**src/rtl/code_decoder_pipe_pkg.sv**
```systemverilog
// Shared definitions for the code decoder pipe.
//   CODE_W    : width of the binary input code
//   OUT_W     : width of the one-hot output word; legal codes are 0..OUT_W-1
//   ERR_CNT_W : width of the saturating illegal-code counter
//   occ_e     : FIFO occupancy state (EMPTY / ONE / FULL)
//   entry_t   : one buffered result (one-hot word plus error flag)
//   code_is_legal() : bound check shared by decoder and anything else
package code_decoder_pipe_pkg;

  localparam int CODE_W    = 5;
  localparam int OUT_W     = 20;
  localparam int ERR_CNT_W = 8;

  typedef enum logic [1:0] {
    EMPTY = 2'd0,
    ONE   = 2'd1,
    FULL  = 2'd2
  } occ_e;

  typedef struct packed {
    logic [OUT_W-1:0] onehot;
    logic             err;
  } entry_t;

  function automatic logic code_is_legal(input logic [CODE_W-1:0] code);
    return int'(code) < OUT_W;
  endfunction

endpackage

```
**src/rtl/code_decoder_pipe_if.sv**
```systemverilog
// Handshake bundle for the code decoder pipe.
//   in_valid/in_ready/in_code         : code input, valid/ready
//   out_valid/out_ready               : result output, valid/ready
//   out_onehot/out_err                : FIFO head contents
//   err_count                         : saturating count of illegal codes
// Modports: slave = the decoder itself, master = the surrounding logic
// that supplies codes and consumes results.
interface code_decoder_pipe_if;
  import code_decoder_pipe_pkg::*;

  logic                 in_valid;
  logic                 in_ready;
  logic [CODE_W-1:0]    in_code;
  logic                 out_valid;
  logic                 out_ready;
  logic [OUT_W-1:0]     out_onehot;
  logic                 out_err;
  logic [ERR_CNT_W-1:0] err_count;

  modport slave (
    input  in_valid, in_code, out_ready,
    output in_ready, out_valid, out_onehot, out_err, err_count
  );

  modport master (
    output in_valid, in_code, out_ready,
    input  in_ready, out_valid, out_onehot, out_err, err_count
  );

endinterface

```
**src/rtl/code_decoder_pipe_onehot_expand.sv**
```systemverilog
// Purely combinational binary-to-one-hot expander.
//   code    : CODE_W-bit binary code
//   onehot  : OUT_W-bit word with bit 'code' set; all zero for illegal codes
//   illegal : high when code >= OUT_W
module code_decoder_pipe_onehot_expand
  import code_decoder_pipe_pkg::*;
(
  input  logic [CODE_W-1:0] code,
  output logic [OUT_W-1:0]  onehot,
  output logic              illegal
);

  // Codes past OUT_W-1 match no bit position, so the word comes out all zero
  // without needing a separate masking step.
  always_comb begin
    for (int i = 0; i < OUT_W; i++) begin
      onehot[i] = (int'(code) == i);
    end
    illegal = !code_is_legal(code);
  end

endmodule

```
**src/rtl/code_decoder_pipe.sv**
```systemverilog
// Code decoder pipe: accepts binary codes over valid/ready, expands each to
// a one-hot word and buffers results in a 2-entry FIFO.
//   clk   : single clock, rising edge
//   reset : synchronous, active-high; flushes the FIFO and error counter
//   bus   : code_decoder_pipe_if.slave handshake bundle
// The head entry lives in a dedicated output register so out_onehot/out_err
// are glitch-free, stay put under backpressure, and keep the last popped
// value when the FIFO drains. in_ready/out_valid decode only the registered
// occupancy state, so there is no combinational path from out_ready.
module code_decoder_pipe
  import code_decoder_pipe_pkg::*;
(
  input  logic              clk,
  input  logic              reset,
  code_decoder_pipe_if.slave bus
);

  occ_e                 state_q, state_d;
  entry_t               mem [2];
  logic                 wr_ptr_q, rd_ptr_q;
  entry_t               head_q, head_d;
  logic [ERR_CNT_W-1:0] err_count_q;

  logic                 in_ready, out_valid;
  logic                 push, pop;
  logic [OUT_W-1:0]     dec_onehot;
  logic                 dec_illegal;
  entry_t               new_entry;

  code_decoder_pipe_onehot_expand u_expand (
    .code    (bus.in_code),
    .onehot  (dec_onehot),
    .illegal (dec_illegal)
  );

  assign new_entry = '{onehot: dec_onehot, err: dec_illegal};

  assign in_ready = (state_q != FULL);
  assign out_valid = (state_q != EMPTY);
  assign push = bus.in_valid && in_ready;
  assign pop  = out_valid && bus.out_ready;

  // Next occupancy and next head. The head changes only when a new entry
  // becomes the oldest one: a push into an empty FIFO, a push that coincides
  // with popping the sole entry, or a pop that exposes the second entry.
  // NOTE: every output of a combinational block gets a default before the
  // case statement; a missed branch would otherwise infer a latch.
  always_comb begin
    state_d = state_q;
    head_d  = head_q;
    unique case (state_q)
      EMPTY: begin
        if (push) begin
          state_d = ONE;
          head_d  = new_entry;
        end
      end
      ONE: begin
        if (push && pop) begin
          head_d = new_entry;
        end else if (pop) begin
          state_d = EMPTY;
        end else if (push) begin
          state_d = FULL;
        end
      end
      FULL: begin
        if (pop) begin
          state_d = ONE;
          head_d  = mem[~rd_ptr_q];
        end
      end
      default: state_d = EMPTY;
    endcase
  end

  // NOTE: state is updated with non-blocking assignments so every register
  // samples the pre-edge values regardless of statement order.
  always_ff @(posedge clk) begin
    if (reset) begin
      state_q     <= EMPTY;
      wr_ptr_q    <= 1'b0;
      rd_ptr_q    <= 1'b0;
      head_q      <= '0;
      err_count_q <= '0;
    end else begin
      state_q <= state_d;
      head_q  <= head_d;
      if (push) wr_ptr_q <= ~wr_ptr_q;
      if (pop)  rd_ptr_q <= ~rd_ptr_q;
      if (push && dec_illegal && (err_count_q != '1)) begin
        err_count_q <= err_count_q + 1'b1;
      end
    end
  end

  // NOTE: the storage array has no reset; an entry is only ever read after
  // it has been written, and the visible head comes from head_q, which is reset.
  always_ff @(posedge clk) begin
    if (push) mem[wr_ptr_q] <= new_entry;
  end

  assign bus.in_ready   = in_ready;
  assign bus.out_valid  = out_valid;
  assign bus.out_onehot = head_q.onehot;
  assign bus.out_err    = head_q.err;
  assign bus.err_count  = err_count_q;

endmodule

```
**src/flat_wrapper.sv**
```systemverilog
// flat-port wrapper written by rule: the top's interface ports become plain ports
module code_decoder_pipe_flat import code_decoder_pipe_pkg::*;
  (clk, reset, bus_in_valid, bus_in_code, bus_out_ready, bus_in_ready, bus_out_valid, bus_out_onehot, bus_out_err, bus_err_count);
  code_decoder_pipe_if bus_i ();
  input  logic clk;
  input  logic reset;
  input wire logic [$bits(bus_i.in_valid)-1:0] bus_in_valid;
  input wire logic [$bits(bus_i.in_code)-1:0] bus_in_code;
  input wire logic [$bits(bus_i.out_ready)-1:0] bus_out_ready;
  output wire logic [$bits(bus_i.in_ready)-1:0] bus_in_ready;
  output wire logic [$bits(bus_i.out_valid)-1:0] bus_out_valid;
  output wire logic [$bits(bus_i.out_onehot)-1:0] bus_out_onehot;
  output wire logic [$bits(bus_i.out_err)-1:0] bus_out_err;
  output wire logic [$bits(bus_i.err_count)-1:0] bus_err_count;
  assign bus_i.in_valid = bus_in_valid;
  assign bus_i.in_code = bus_in_code;
  assign bus_i.out_ready = bus_out_ready;
  assign bus_in_ready = bus_i.in_ready;
  assign bus_out_valid = bus_i.out_valid;
  assign bus_out_onehot = bus_i.out_onehot;
  assign bus_out_err = bus_i.out_err;
  assign bus_err_count = bus_i.err_count;
  code_decoder_pipe u_core (.clk(clk), .reset(reset), .bus(bus_i));
endmodule
```
**config.mk**
```make
export PLATFORM = sky130hd
export DESIGN_NAME = code_decoder_pipe_flat
export DESIGN_NICKNAME = d
export VERILOG_FILES = /design/src/rtl/code_decoder_pipe_pkg.sv /design/src/rtl/code_decoder_pipe_if.sv /design/src/rtl/code_decoder_pipe_onehot_expand.sv /design/src/rtl/code_decoder_pipe.sv /design/src/flat_wrapper.sv
export SDC_FILE = /design/constraint.sdc
export NUM_CORES = 1
export LEC_CHECK = 0
export ABC_AREA = 1
export ABC_CLOCK_PERIOD_IN_PS = 4150
export BUFFER_PORTS_ARGS = -buffer_cell sky130_fd_sc_hd__buf_2
export CAP_MARGIN = 5
export CORE_ASPECT_RATIO = 1.75
export CORE_MARGIN = 2
export CORE_UTILIZATION = 35
export CTS_BUF_LIST = sky130_fd_sc_hd__clkbuf_4
export DETAILED_ROUTE_END_ITERATION = 8
export SYNTH_ARGS = -nofsm -noshare
export SYNTH_HDL_FRONTEND = slang
export SYNTH_SLANG_ARGS = --single-unit
```
**constraint.sdc**
```tcl
create_clock -name clk -period 4.15 [get_ports clk]
set_input_delay 0.415 -clock clk [delete_from_list [all_inputs] [get_ports clk]]
set_output_delay 0.415 -clock clk [all_outputs]
set_load 0.02 [all_outputs]
```
==> run metrics <==
synth unique cells=26; worst slew pin tran=0.833 ns; Post-Syn Area=3320 µm²; fraction of layout cells with a size suffix above 1=19.6%; Residual DRC=0; clock skew=0.00941 ns; most frequent cell after synthesis=nor2_1; FF+latch count, synth=75; RSZ-0062 raised after global routing=no; wire per inst=14.0 µm; CTS Hold Bufs=0; dpl cells=525; drt initial violations=140; CTS tree=yes; worst hold path class=in -> reg; first-pass GRT wire length=12.0 mm; HPWL after detailed placement=5.02 mm; clk sink count=75; clock-pin transition on the worst setup and hold timing paths=0.11 ns; grt total ovfl=0; largest net degree at the start of global routing=34; setup_tns=0 ns; vias in the first global route=2508; leak pwr=1.58 nW; Root Buffer=clkbuf_4; Yosys warnings=0; top cells by count, synth=nor2_1, nand2_1, edfxtp_1; Post-synth top flop=edfxtp_1; post-route non-filler standard cell count=541; die span in y=133 µm; Post-CTS Setup Bufs=0; CORE AREA=9350 µm²; DIE AREA=10300 µm²; CTS Buf Count=9; post-synth top area cell=edfxtp_1; Global Route met1 Usage=16.3%; Cell Rows=47; I/O Buffers=39; M3 GR Usage=3.07%; Post-synth EDFFs=42; drt via density=4.86; Ports=40; Clk Latency, worst-skew pair=0.41 ns; Resized cells post-CTS=0; critical path type=reg -> reg; Syn Area/Cell=8.85 µm²; H-tree Lvls=3; busiest grt layer=met2; Tot GR Track Use=15.0%; hold depth=2; CP endpoint kind=flop; Horiz. Die Dim=77.6 µm; status=finished clean; Worst Path Required=4.46 ns; initial antenna violation count=0; crit path launch type=flop; first-pass detailed-route iteration total=4; maximum vdd drop=0.162 mV; # fillers=970; FMAX=468 MHz; DR vias=2627; synth top area cells=edfxtp_1, dfxtp_1, nor2_1; Rel. slew slack=44.4%; sequential fraction of the synthesis area=57.9%; Arr. time, crit path=2.45 ns; crit path max fanout=23; Pwr per Cell Area=400 nW/µm²; Max Root-Sink Buffers=2; ANT cells=0; final WL=7.60 mm; fin crit period=2.14 ns; # setup viols final=0; syn_nets=385; final hold viol count=0; fin nets=424; area fraction of the dominant cell type after synthesis=38.0%; RD Place Congestion=0.717; post-synthesis async set-or-reset flop share=0%; Final period util=51.5%; ANT nets after route=0; Register-to-Register Path Depth=5; met2 Track Usage GR=27.1%; max-slew violation count=0; Initial Util=35.5%; cell count after synthesis=375; Area growth, synth to finish=12.0%; max_cap viols=0
critical path, stage by stage (launching register included):
cell and delay [ns]:
dfxtp_1 0.85, inv_1 0.60, nand2_1 0.17, a21oi_1 0.08
nor3_1 0.27, nor2_1 0.06
layout make-up:
class | count | area [µm²] | share of cell area [%]
Clock inverter | 4 | 20.0 | 0.539
Inverter | 28 | 108 | 2.89
Clock buffer | 12 | 90.1 | 2.42
Tap cell | 122 | 153 | 4.11
Multi-Input combinational cell | 259 | 1210 | 32.7
Timing Repair Buffer | 41 | 210 | 5.65
Sequential cell | 75 | 1920 | 51.7
final timing paths:
kind | startpoint | endpoint | slack (ns)
worst max register to register | u_core.rd_ptr_q | u_core.bus.out_onehot[2] | 2.01
worst min-delay path | reset | u_core.bus.err_count[3] | 0.26
worst min register to register | u_core.bus.out_onehot[0] | u_core.bus.out_onehot[0] | 0.50
worst max-delay path | u_core.rd_ptr_q | u_core.bus.out_onehot[2] | 2.01
per-stage QoR:
step           utilization, %  worst slack, ns  hold slack (ns)  power (mW)  instance area, µm²
6_report                 39.8             2.01            0.261        1.49                3720
5_1_grt                  39.8             1.79            0.223        1.56                3720
4_1_cts                  39.8             1.98            0.219        1.51                3720
3_5_place_dp             38.6             2.01            0.478        1.12                3610
3_3_place_gp             38.6             2.08            0.474        1.12                3610
2_1_floorplan               -             2.27            0.484        1.05                3320
sequential cells by signal, indices dropped and copies added (netlist names):
register,flops
u_core.bus.out_err,1
u_core.mem,42
u_core.rd_ptr_q,1
u_core.bus.out_onehot,20
u_core.wr_ptr_q,1
u_core.bus.err_count,8
u_core.state_q,2
cell usage in the layout (no fill, tap or decap), types with 12 or more instances in the layout:
| master | count |
|---|---|
| o21ai_1 | 22 |
| nor3_1 | 22 |
| nand3_1 | 13 |
| or2_2 | 12 |
| nand2_1 | 67 |
| a21oi_1 | 17 |
| dfxtp_1 | 33 |
| edfxtp_1 | 42 |
| o211ai_1 | 12 |
| nor2_1 | 74 |
| buf_2 | 39 |
| inv_1 | 23 |
| clkbuf_4 | 12 |
routing by layer:
layer  vias up  share of wire, %  routed length [µm]
li1       1328                 -                   -
met1      1224                42                3160
met2        64                53                4020
met3        11               3.1                 233
met4         0               2.4                 185
met5         -                 0                   0
kinds of logic after synthesis:
kind of cell | synth area share [%]
xor gates and xnor gates | 0.528
DFF | 57.9
AOI/OAI and AO/OA | 9.50
and+or+nand+nor | 26.2
buffers and inverters | 5.50
adders and majority gates | 0.377
where the power goes:
part | total (mW) | switching (mW) | internal (mW) | leakage (nW)
Sequential | 0.864 | 0.0267 | 0.837 | 0.667
Clock | 0.385 | 0.245 | 0.140 | 0.0708
Combinational | 0.237 | 0.166 | 0.0711 | 0.845
Total | 1.49 | 0.438 | 1.05 | 1.58
Note: power is estimated with default switching activity, not from simulation.
